<file path="config.mk">
export PLATFORM = sky130hd
export DESIGN_NAME = data_mem_arbiter_flat
export DESIGN_NICKNAME = d
export VERILOG_FILES = /design/src/rtl/data_mem_arbiter_pkg.sv /design/src/rtl/data_mem_arbiter_if.sv /design/src/rtl/data_mem_arbiter_starve_ctr.sv /design/src/rtl/data_mem_arbiter.sv /design/src/flat_wrapper.sv
export SDC_FILE = /design/constraint.sdc
export NUM_CORES = 1
export LEC_CHECK = 0
export CAP_MARGIN = 20
export CORE_MARGIN = 8
export CORE_UTILIZATION = 35
export DETAILED_ROUTE_END_ITERATION = 12
export GPL_ROUTABILITY_DRIVEN = 0
export GPL_TIMING_DRIVEN = 1
export PLACE_DENSITY = 0.63
export REMOVE_ABC_BUFFERS = 1
export SLEW_MARGIN = 5
export SYNTH_ARGS = -nofsm -noshare
export SYNTH_HDL_FRONTEND = slang
export SYNTH_HIERARCHICAL = 1
export SYNTH_SLANG_ARGS = --single-unit
</file>
<file path="constraint.sdc">
create_clock -name clk -period 3.4 [get_ports clk]
set_input_delay 0.51 -clock clk [delete_from_list [all_inputs] [get_ports clk]]
set_output_delay 0.51 -clock clk [all_outputs]
set_load 0.01 [all_outputs]
</file>
<file path="src/rtl/data_mem_arbiter_pkg.sv">
// Shared types for the data-memory arbiter: FSM encoding, requester ids and
// default bus widths.
package mem_arb_pkg;
    localparam int ADDR_W_DEF = 8;
    localparam int DATA_W_DEF = 16;

    typedef enum logic [1:0] {
        IDLE  = 2'd0,
        ISSUE = 2'd1,
        WAIT  = 2'd2,
        RESP  = 2'd3
    } arb_state_e;

    typedef enum logic {
        REQ_IF = 1'b0,
        REQ_EX = 1'b1
    } req_id_e;
endpackage

</file>
<file path="src/rtl/data_mem_arbiter_if.sv">
// Bundle of requester, memory and power-control signals around the arbiter.
// The arbiter attaches through the slave modport; its environment uses master.
interface data_mem_arbiter_if import mem_arb_pkg::*; #(
    parameter int ADDR_W = ADDR_W_DEF,
    parameter int DATA_W = DATA_W_DEF
) ();
    logic              if_req;
    logic [ADDR_W-1:0] if_addr;
    logic              if_valid;
    logic [DATA_W-1:0] if_rdata;
    logic              ex_req;
    logic              ex_we;
    logic [ADDR_W-1:0] ex_addr;
    logic [DATA_W-1:0] ex_wdata;
    logic              ex_valid;
    logic [DATA_W-1:0] ex_rdata;
    logic              ex_done;
    logic              mem_en;
    logic              mem_we;
    logic [ADDR_W-1:0] mem_addr;
    logic [DATA_W-1:0] mem_wdata;
    logic [DATA_W-1:0] mem_rdata;
    logic              powerdown;
    logic              idle;

    modport slave (
        input  if_req, if_addr, ex_req, ex_we, ex_addr, ex_wdata, mem_rdata, powerdown,
        output if_valid, if_rdata, ex_valid, ex_rdata, ex_done,
               mem_en, mem_we, mem_addr, mem_wdata, idle
    );

    modport master (
        output if_req, if_addr, ex_req, ex_we, ex_addr, ex_wdata, mem_rdata, powerdown,
        input  if_valid, if_rdata, ex_valid, ex_rdata, ex_done,
               mem_en, mem_we, mem_addr, mem_wdata, idle
    );
endinterface

</file>
<file path="src/rtl/data_mem_arbiter_starve_ctr.sv">
// Fixed execute-first priority pick with a saturating streak counter that
// forces a fetch grant after STARVE_MAX execute grants made while fetch waited.
module arb_starve_ctr import mem_arb_pkg::*; #(
    parameter int STARVE_MAX = 4
) (
    input  logic    clk,
    input  logic    rst,
    input  logic    if_req_i,
    input  logic    ex_req_i,
    input  logic    grant_i,
    output req_id_e winner_o
);
    localparam int CNT_W = $clog2(STARVE_MAX + 1);

    logic [CNT_W-1:0] streak_q, streak_d;
    logic             starved;

    always_comb begin
        starved  = (streak_q == CNT_W'(STARVE_MAX)) && if_req_i;
        winner_o = (ex_req_i && !starved) ? REQ_EX : REQ_IF;
        streak_d = streak_q;
        if (grant_i) begin
            if (winner_o == REQ_EX && if_req_i) begin
                if (streak_q != CNT_W'(STARVE_MAX)) begin
                    streak_d = streak_q + CNT_W'(1);
                end
            end else begin
                streak_d = '0;
            end
        end
    end

    always_ff @(posedge clk or posedge rst) begin
        if (rst) begin
            streak_q <= '0;
        end else begin
            streak_q <= streak_d;
        end
    end
endmodule

</file>
<file path="src/rtl/data_mem_arbiter.sv">
// Serialises fetch reads and execute loads/stores onto one single-ported data
// memory: one access in flight, IDLE -> ISSUE -> (WAIT) -> RESP -> IDLE.
module data_mem_arbiter import mem_arb_pkg::*; #(
    parameter int ADDR_W     = ADDR_W_DEF,
    parameter int DATA_W     = DATA_W_DEF,
    parameter int MEM_LAT    = 2,
    parameter int STARVE_MAX = 4
) (
    input logic               clk,
    input logic               rst,
    data_mem_arbiter_if.slave bus
);
    localparam int LAT_W = (MEM_LAT > 1) ? $clog2(MEM_LAT) : 1;

    arb_state_e        state_q, state_d;
    logic [LAT_W-1:0]  cnt_q, cnt_d;
    req_id_e           win_q, win_d;
    logic [ADDR_W-1:0] addr_q, addr_d;
    logic              we_q, we_d;
    logic [DATA_W-1:0] wdata_q, wdata_d;
    logic [DATA_W-1:0] if_rdata_q, if_rdata_d;
    logic [DATA_W-1:0] ex_rdata_q, ex_rdata_d;
    logic              grant;
    req_id_e           winner;

    arb_starve_ctr #(.STARVE_MAX(STARVE_MAX)) u_starve (
        .clk      (clk),
        .rst      (rst),
        .if_req_i (bus.if_req),
        .ex_req_i (bus.ex_req),
        .grant_i  (grant),
        .winner_o (winner)
    );

    always_comb begin
        state_d    = state_q;
        cnt_d      = cnt_q;
        win_d      = win_q;
        addr_d     = addr_q;
        we_d       = we_q;
        wdata_d    = wdata_q;
        if_rdata_d = if_rdata_q;
        ex_rdata_d = ex_rdata_q;
        grant      = 1'b0;
        case (state_q)
            IDLE: begin
                if (!bus.powerdown && (bus.if_req || bus.ex_req)) begin
                    grant   = 1'b1;
                    win_d   = winner;
                    state_d = ISSUE;
                    if (winner == REQ_EX) begin
                        addr_d  = bus.ex_addr;
                        we_d    = bus.ex_we;
                        wdata_d = bus.ex_wdata;
                    end else begin
                        addr_d  = bus.if_addr;
                        we_d    = 1'b0;
                        wdata_d = '0;
                    end
                end
            end
            ISSUE: begin
                if (we_q) begin
                    state_d = RESP;
                end else begin
                    state_d = WAIT;
                    cnt_d   = LAT_W'(MEM_LAT - 1);
                end
            end
            WAIT: begin
                // cnt_q reaches zero in cycle ISSUE+MEM_LAT, when mem_rdata is valid
                if (cnt_q == '0) begin
                    state_d = RESP;
                    if (win_q == REQ_EX) begin
                        ex_rdata_d = bus.mem_rdata;
                    end else begin
                        if_rdata_d = bus.mem_rdata;
                    end
                end else begin
                    cnt_d = cnt_q - LAT_W'(1);
                end
            end
            RESP:    state_d = IDLE;
            default: state_d = IDLE;
        endcase
    end

    always_ff @(posedge clk or posedge rst) begin
        if (rst) begin
            state_q    <= IDLE;
            cnt_q      <= '0;
            win_q      <= REQ_IF;
            addr_q     <= '0;
            we_q       <= 1'b0;
            wdata_q    <= '0;
            if_rdata_q <= '0;
            ex_rdata_q <= '0;
        end else begin
            state_q    <= state_d;
            cnt_q      <= cnt_d;
            win_q      <= win_d;
            addr_q     <= addr_d;
            we_q       <= we_d;
            wdata_q    <= wdata_d;
            if_rdata_q <= if_rdata_d;
            ex_rdata_q <= ex_rdata_d;
        end
    end

    // Memory-side outputs are forced to zero outside the single ISSUE cycle
    assign bus.mem_en    = (state_q == ISSUE);
    assign bus.mem_we    = (state_q == ISSUE) && we_q;
    assign bus.mem_addr  = (state_q == ISSUE) ? addr_q : '0;
    assign bus.mem_wdata = ((state_q == ISSUE) && we_q) ? wdata_q : '0;
    assign bus.if_valid  = (state_q == RESP) && (win_q == REQ_IF);
    assign bus.ex_valid  = (state_q == RESP) && (win_q == REQ_EX) && !we_q;
    assign bus.ex_done   = (state_q == RESP) && (win_q == REQ_EX) && we_q;
    assign bus.if_rdata  = if_rdata_q;
    assign bus.ex_rdata  = ex_rdata_q;
    assign bus.idle      = (state_q == IDLE) && bus.powerdown;
endmodule

</file>
<file path="src/flat_wrapper.sv">
// flat-port wrapper written by rule: the top's interface ports become plain ports
module data_mem_arbiter_flat import mem_arb_pkg::*;
#(
    parameter int ADDR_W     = ADDR_W_DEF,
    parameter int DATA_W     = DATA_W_DEF,
    parameter int MEM_LAT    = 2,
    parameter int STARVE_MAX = 4
)
  (clk, rst, bus_if_req, bus_if_addr, bus_ex_req, bus_ex_we, bus_ex_addr, bus_ex_wdata, bus_mem_rdata, bus_powerdown, bus_if_valid, bus_if_rdata, bus_ex_valid, bus_ex_rdata, bus_ex_done, bus_mem_en, bus_mem_we, bus_mem_addr, bus_mem_wdata, bus_idle);
  data_mem_arbiter_if #(.ADDR_W(ADDR_W), .DATA_W(DATA_W)) bus_i ();
  input logic clk;
  input logic rst;
  input wire logic [$bits(bus_i.if_req)-1:0] bus_if_req;
  input wire logic [$bits(bus_i.if_addr)-1:0] bus_if_addr;
  input wire logic [$bits(bus_i.ex_req)-1:0] bus_ex_req;
  input wire logic [$bits(bus_i.ex_we)-1:0] bus_ex_we;
  input wire logic [$bits(bus_i.ex_addr)-1:0] bus_ex_addr;
  input wire logic [$bits(bus_i.ex_wdata)-1:0] bus_ex_wdata;
  input wire logic [$bits(bus_i.mem_rdata)-1:0] bus_mem_rdata;
  input wire logic [$bits(bus_i.powerdown)-1:0] bus_powerdown;
  output wire logic [$bits(bus_i.if_valid)-1:0] bus_if_valid;
  output wire logic [$bits(bus_i.if_rdata)-1:0] bus_if_rdata;
  output wire logic [$bits(bus_i.ex_valid)-1:0] bus_ex_valid;
  output wire logic [$bits(bus_i.ex_rdata)-1:0] bus_ex_rdata;
  output wire logic [$bits(bus_i.ex_done)-1:0] bus_ex_done;
  output wire logic [$bits(bus_i.mem_en)-1:0] bus_mem_en;
  output wire logic [$bits(bus_i.mem_we)-1:0] bus_mem_we;
  output wire logic [$bits(bus_i.mem_addr)-1:0] bus_mem_addr;
  output wire logic [$bits(bus_i.mem_wdata)-1:0] bus_mem_wdata;
  output wire logic [$bits(bus_i.idle)-1:0] bus_idle;
  assign bus_i.if_req = bus_if_req;
  assign bus_i.if_addr = bus_if_addr;
  assign bus_i.ex_req = bus_ex_req;
  assign bus_i.ex_we = bus_ex_we;
  assign bus_i.ex_addr = bus_ex_addr;
  assign bus_i.ex_wdata = bus_ex_wdata;
  assign bus_i.mem_rdata = bus_mem_rdata;
  assign bus_i.powerdown = bus_powerdown;
  assign bus_if_valid = bus_i.if_valid;
  assign bus_if_rdata = bus_i.if_rdata;
  assign bus_ex_valid = bus_i.ex_valid;
  assign bus_ex_rdata = bus_i.ex_rdata;
  assign bus_ex_done = bus_i.ex_done;
  assign bus_mem_en = bus_i.mem_en;
  assign bus_mem_we = bus_i.mem_we;
  assign bus_mem_addr = bus_i.mem_addr;
  assign bus_mem_wdata = bus_i.mem_wdata;
  assign bus_idle = bus_i.idle;
  data_mem_arbiter #(.ADDR_W(ADDR_W), .DATA_W(DATA_W), .MEM_LAT(MEM_LAT), .STARVE_MAX(STARVE_MAX)) u_core (.clk(clk), .rst(rst), .bus(bus_i));
endmodule
</file>
==> key figures, run 1 <==
Clock tree
  – Hold-fix buffers, CTS: 0
  – Root cell of the clock tree: clkbuf_8
  – Post-CTS resize count: 0
  – Setup Buffers After CTS: 0
  – Sink Count: 64
  – Inserted Clock Buffers: 9
  – H-tree depth: 3
  – CTS tree: built
  – Clk slew on worst S/H paths: 0.07 ns
  – Longest Clk Path Bufs: 2
  – Skew-Pair Late Insertion Delay: 0.33 ns

Timing
  – Measured slew at the worst slew-check pin: 0.8456 ns
  – Slew Limit Headroom: 0.4357
  – Max Fclk: 0.3632 GHz
  – Final Hold Fails: 0
  – Final setup skew: 0.008126 ns
  – Setup tns final: 0 ns
  – Slew Limit Fails: 0
  – Period utilization: 0.8099
  – RSZ-0062 raised after global routing: no
  – Period minus WS final: 2.754 ns
  – Min Hold Slack: 0.3988 ns
  – Setup violations, final: 0

Detailed routing
  – Vias: 2326
  – Post-route antenna net violation count: 0
  – DRT Pass-1 Iters: 4
  – Routed WL per cell: 16.91 um
  – Via-to-Cell Ratio: 4.776
  – # DRC: 0
  – Initial drt markers: 78
  – Total Wirelength: 8.236 mm

Setup path
  – Worst Setup EP: bus_mem_we
  – CP endpoint kind: output pin
  – CP dominant cell by count: inv_1
  – Worst setup SP type: register
  – WP data required: 2.89 ns
  – Buffer and inverter count on the worst path: 4
  – Critical Path Start: u_core/state_q[1]
  – Worst r2r path cells: 10
  – Setup CP Type: reg -> out
  – R2R Path End: u_core/u_starve/streak_q[2]
  – Worst path cell trace: inv_1 -> ha_1 -> buf_4 -> nand2_1 -> inv_1 -> clkdlybuf4s50_1
  – R2R Setup Slk: 1.11 ns
  – WP depth: 6
  – Max stage delay on crit path: 0.54 ns
  – Reg2reg start: u_core/state_q[0]
  – CP max FO: 19
  – Slowest CP cell: clkdlybuf4s50_1
  – Worst EP arrival: 2.24 ns
  – Cell family with most CP delay: buffers and inverters

Pwr
  – P_leak: 1.941 nW
  – Power after layout: 3.729 mW
  – VDD IR max: 411.2 uV
  – PwrDens: 837.6 nW/um2

Yosys
  – Library cell with the largest summed area after synthesis: dfrtp_1
  – Synth Instances: 259
  – Synth Flop Type: dfrtp_1
  – FFs w/ async S/R, synth: 1.000
  – Average cell area after synthesis: 11.40 um2
  – Count leader, synth: dfrtp_1
  – Top-area cell type share of the netlist area: 0.5424
  – Synth Register Bits: 64
  – Top cells by count, synth: dfrtp_1, o21ai_0, mux2_2
  – YS warnings: 6
  – Post-synth EDFFs: 0
  – Synth top area cells: dfrtp_1, mux2_2, o21ai_0
  – Register area share after synthesis: 0.5424
  – Mapped Area: 2953 um2
  – Unique cell type count in the Yosys netlist: 35

Final layout
  – NumNets Final: 437
  – P&R area growth vs syn: 50.76%
  – Final Cell Area: 4452 um2
  – Share of cells above drive strength 1: 0.1675
  – Diodes inserted: 0

Global route
  – Vias in the first global route: 2524
  – Largest net degree at the start of global routing: 46
  – Congestion Overflow GR: 0
  – First-pass GRT wire length: 13.44 mm
  – Antenna violations before repair: 0
  – GRT Resource Usage Total: 0.1479

Die
  – Floorplan core area: 8217 um2
  – DIE AREA: 11630 um2
  – Ports: 116
  – Initial Util: 0.3594
  – Width of the die: 107.9 um
  – Die span in y: 107.9 um
  – Row count: 33

Place
  – Hpwl dp: 5.814 mm
  – Post-DP Area: 4210 um2
  – PortBufs: 115

Run status
  – Outcome: complete, no violations

Worst hold path
  – HP Class: in -> async

Job
  – Max-cap violation count: 0
## per-layer routing
| layer | track usage | vias up | part of all wire | wire length [um] |
|---|---|---|---|---|
| li1 | - | 1132 | - | - |
| met1 | 0.1795 | 1131 | 0.41 | 3386 |
| met2 | 0.2425 | 59 | 0.52 | 4289 |
| met3 | 0.05629 | 4 | 0.062 | 510 |
| met4 | 0.03271 | 0 | 0.0061 | 50 |
| met5 | 0 | - | 0 | 0 |
## stage by stage
stage / setup slack (ns) / utilization / std cells
final: 0.6464 / 0.5418 / 487
after global routing: 0.5394 / 0.5418 / 487
after global placement: 1.019 / 0.5124 / 470
after detailed placement: 0.9821 / 0.5124 / 470
after CTS: 0.6395 / 0.5394 / 486
after floorplan: 1.010 / - / 243
## report_power, final
group / leakage [nW] / switching, mW / internal, mW
clock: 0.106 / 0.289 / 0.432
sequential: 0.788 / 0.237 / 1.15
combinational: 1.05 / 0.707 / 0.919
## worst register-to-register path: stages (launching register included)
cell	delay (ns)
dfrtp_1	0.44
inv_1	0.09
ha_1	0.27
inv_1	0.08
buf_4	0.26
or2_1	0.22
buf_4	0.28
inv_1	0.15
and2_0	0.18
nand4_1	0.10
o311ai_2	0.11
## layout make-up
cell class              instances  area, um2
clock buffers                  11      141.4
clock inverters                 5      80.08
flip-flops and latches         64       1602
multi-input cells             168       1232
well taps                     105      131.4
repair buffers                123       1224
inverters                      11      41.29
fillers                       744       3765
## state kept, by name, indices dropped and copies added, names as in the netlist
register                  flops
u_core/win_q                  1
u_core/u_starve/streak_q      3
u_core/bus.if_rdata          16
u_core/addr_q                 8
u_core/wdata_q               16
u_core/cnt_q                  1
u_core/state_q                2
u_core/bus.ex_rdata          16
u_core/we_q                   1
## cells by family (layout without fill, tap and decap cells)
| family | after synthesis | in the layout | share of synthesized area |
|---|---|---|---|
| AND/OR/NAND/NOR | 60 | 60 | 0.1144 |
| flip-flops | 64 | 64 | 0.5424 |
| adder cells (fa/ha/maj) | 6 | 6 | 0.02542 |
| buffers and inverters | 27 | 150 | 0.04533 |
| multiplexers | 43 | 43 | 0.1602 |
| AO/OA/AOI/OAI | 59 | 59 | 0.1123 |
## cells in the final DEF, fill, tap and decap left out, types with 2 or more instances in the layout
master and instances:
and3_1 17, clkdlybuf4s50_1 115, clkbuf_8 10, inv_1 10
dfrtp_1 64, o21ai_1 4, ha_1 6, clkinvlp_4 2
bufinv_16 2, and2_1 9, buf_4 7, nand2_1 21
o21ai_0 46, mux2_2 34, nand4_1 2, mux2i_1 9
## worst min path at each step
stage	from	to	slack [ns]	cells after the start
5_1_grt	rst	u_core/u_starve/streak_q[1]	0.39	2
4_1_cts	rst	u_core/u_starve/streak_q[1]	0.39	2
6_report	rst	u_core/u_starve/streak_q[1]	0.40	2
3_5_place_dp	u_core/wdata_q[3]	u_core/wdata_q[3]	0.49	2
3_3_place_gp	u_core/addr_q[2]	u_core/addr_q[2]	0.48	2
2_1_floorplan	rst	u_core/u_starve/streak_q[0]	0.26	1
(Power assumes the default switching activity.)
==> inputs of run 2 (changes only) <==
==> constraint.sdc (replaced) <==
create_clock -name clk -period 2.8 [get_ports clk]
set_input_delay 0.42 -clock clk [delete_from_list [all_inputs] [get_ports clk]]
set_output_delay 0.42 -clock clk [all_outputs]
set_load 0.01 [all_outputs]
==> key figures, run 2 (synthesis gave the netlist of run 1 again) <==
Run status
  – Outcome: complete, no violations

Detailed routing
  – Total Wirelength: 8.004 mm (-2.8%)
  – Initial drt markers: 65 (-17%)
  – Routed WL per cell: 16.47 um (-2.6%)
  – DRT Pass-1 Iters: 4 (unchanged)
  – # DRC: 0 (unchanged)
  – Vias: 2359 (+1.4%)
  – Post-route antenna net violation count: 0 (unchanged)
  – Via-to-Cell Ratio: 4.854 (+1.6%)

Setup path
  – Worst EP arrival: 1.93 ns (-0.31 ns)
  – R2R Path End: u_core/u_starve/streak_q[2]
  – Worst path cell trace: inv_1 -> ha_1 -> buf_4 -> and3_1 -> clkdlybuf4s50_1
  – Setup CP Type: reg -> out
  – Critical Path Start: u_core/state_q[1]
  – Worst setup SP type: register
  – Worst r2r path cells: 9 (-1)
  – R2R Setup Slk: 0.81 ns (-0.30 ns)
  – Slowest CP cell: clkdlybuf4s50_1
  – CP endpoint kind: output pin
  – CP max FO: 16 (-3)
  – Worst Setup EP: bus_mem_wdata[12]
  – Max stage delay on crit path: 0.54 ns (about the same)
  – Reg2reg start: u_core/state_q[0]
  – WP data required: 2.38 ns (-0.51 ns)

Clock tree
  – CTS tree: built
  – H-tree depth: 3 (unchanged)
  – Inserted Clock Buffers: 9 (unchanged)
  – Clk slew on worst S/H paths: 0.07 ns (about the same)
  – Hold-fix buffers, CTS: 0 (unchanged)
  – Root cell of the clock tree: clkbuf_8
  – Longest Clk Path Bufs: 2 (unchanged)
  – Skew-Pair Late Insertion Delay: 0.33 ns (about the same)
  – Sink Count: 64 (unchanged)
  – Post-CTS resize count: 0 (unchanged)
  – Setup Buffers After CTS: 0 (unchanged)

Final layout
  – Most common cell after layout, fill and taps aside: clkdlybuf4s50_1
  – Post-Route Utilization: 0.5383 (-0.003502)
  – Diodes inserted: 0 (unchanged)
  – Final instance count without filler cells: 486 (-0.21%)
  – NumNets Final: 436 (-0.23%)
  – Most frequent cells in the layout: clkdlybuf4s50_1, dfrtp_1, o21ai_0
  – Share of cells above drive strength 1: 0.1601 (-0.007434)
  – P&R area growth vs syn: 49.79%

Die
  – Die span in y: 107.9 um (unchanged)
  – Initial Util: 0.3594 (unchanged)
  – Row count: 33 (unchanged)
  – Floorplan core area: 8217 um2 (unchanged)
  – Width of the die: 107.9 um (unchanged)
  – Ports: 116 (unchanged)
  – DIE AREA: 11630 um2 (unchanged)

Timing
  – Setup tns final: 0 ns (unchanged)
  – Final setup skew: 0.006080 ns (-0.002046 ns)
  – Period minus WS final: 2.354 ns
  – Max Fclk: 0.4248 GHz
  – RSZ-0062 raised after global routing: no
  – Measured slew at the worst slew-check pin: 0.5495 ns (-0.2961 ns)
  – Setup violations, final: 0 (unchanged)
  – Slew Limit Fails: 0 (unchanged)
  – Final Hold Fails: 0 (unchanged)
  – Period utilization: 0.8407
  – Slew Limit Headroom: 0.6336 (+0.1980)

Pwr
  – Comb pwr share: 0.442 (+0.006)
  – Sequential Power Share: 0.378 (+0.007)
  – Power after layout: 4.452 mW (+19%)
  – P_int: 2.975 mW (+19%)
  – P_leak: 1.928 nW (-0.64%)
  – VDD IR max: 373.7 uV (-9.1%)
  – Switching share of power: 0.3317 (+0.001230)
  – Clock power frac: 0.180 (-0.013)
  – P_sw: 1.477 mW (+20%)
  – PwrDens: 1007 nW/um2 (+20%)

Job
  – Max-cap violation count: 0 (unchanged)

Global route
  – Congestion Overflow GR: 0 (unchanged)
  – First-pass GRT wire length: 12.79 mm (-4.9%)
  – Met2 Track Usage GR: 0.2421 (-0.0004386)
  – GRT met3 Usage: 0.03533 (-0.02096)
  – Vias in the first global route: 2548 (+0.95%)
  – Busiest layer in global routing: met2
  – Antenna violations before repair: 0 (unchanged)
  – Met1 Use GR: 0.1588 (-0.02071)
  – Largest net degree at the start of global routing: 62 (+35%)
  – GRT Resource Usage Total: 0.1400 (-0.007901)

Worst hold path
  – HP Class: in -> async

Place
  – PortBufs: 115 (unchanged)
  – Inst Count DP: 470 (unchanged)
  – Hpwl dp: 5.819 mm (about the same)
==> run 2: changes by cell type in the layout (fill, tap and decap cells not counted) <==
cell,change
bufinv_16,-1
clkinv_2,-1
clkbuf_1,+2
buf_4,-1
clkbuf_8,+1
clkinvlp_4,-1
==> run 2: layer usage <==
| layer | part of all wire | vias to the layer above |
|---|---|---|
| li1 | - | 1134 |
| met1 | 0.42 | 1157 |
| met2 | 0.51 | 59 |
| met3 | 0.054 | 9 |
| met4 | 0.013 | 0 |
| met5 | 0 | - |
==> run 2: per-stage QoR <==
| stage | setup slack (ns) | instance area (um2) | hold WS, ns |
|---|---|---|---|
| after global routing | 0.3326 | 4423 | 0.2971 |
| final | 0.4461 | 4423 | 0.3052 |
| after floorplan | 0.4099 | 2860 | 0.1736 |
| after detailed placement | 0.4136 | 4223 | 0.4915 |
| after CTS | 0.3949 | 4423 | 0.2957 |
| after global placement | 0.4553 | 4223 | 0.4836 |
==> run 2: power groups by stage <==
| stage | logic (mW) | clock network (mW) | registers, mW |
|---|---|---|---|
| final | 1.97 | 0.802 | 1.68 |
| after CTS | 2.01 | 0.821 | 1.69 |
| after floorplan | 0.890 | 0 | 1.74 |
| after global routing | 2.16 | 0.858 | 1.75 |
| after global placement | 1.98 | 0 | 1.68 |
| after detailed placement | 2.00 | 0 | 1.71 |
==> run 2: area by class of cell <==
class	instances	area, um2
sequential	64	1602
fill	767	3794
multi-input combinational	168	1232
tap	105	131.4
clock inverter	2	37.54
timing repair buffer	122	1216
inverter	11	41.29
clock buffer	14	162.7
==> run 2: worst max-delay path: cells and delay by family, from the launching register on <==
kind / cells / cell delay [ns]
buf+inv: 3 / 0.83
flops: 1 / 0.42
simple gates: 1 / 0.19
fa+ha+maj: 1 / 0.17
==> run 2: worst min path at each step <==
stage | depth (start not counted) | end
floorplan | 1 | u_core/u_starve/streak_q[0]
global placement | 2 | u_core/wdata_q[9]
detailed placement | 1 | u_core/bus.ex_rdata[15]
CTS | 2 | u_core/u_starve/streak_q[2]
global route | 2 | u_core/u_starve/streak_q[2]
finish | 2 | u_core/u_starve/streak_q[2]
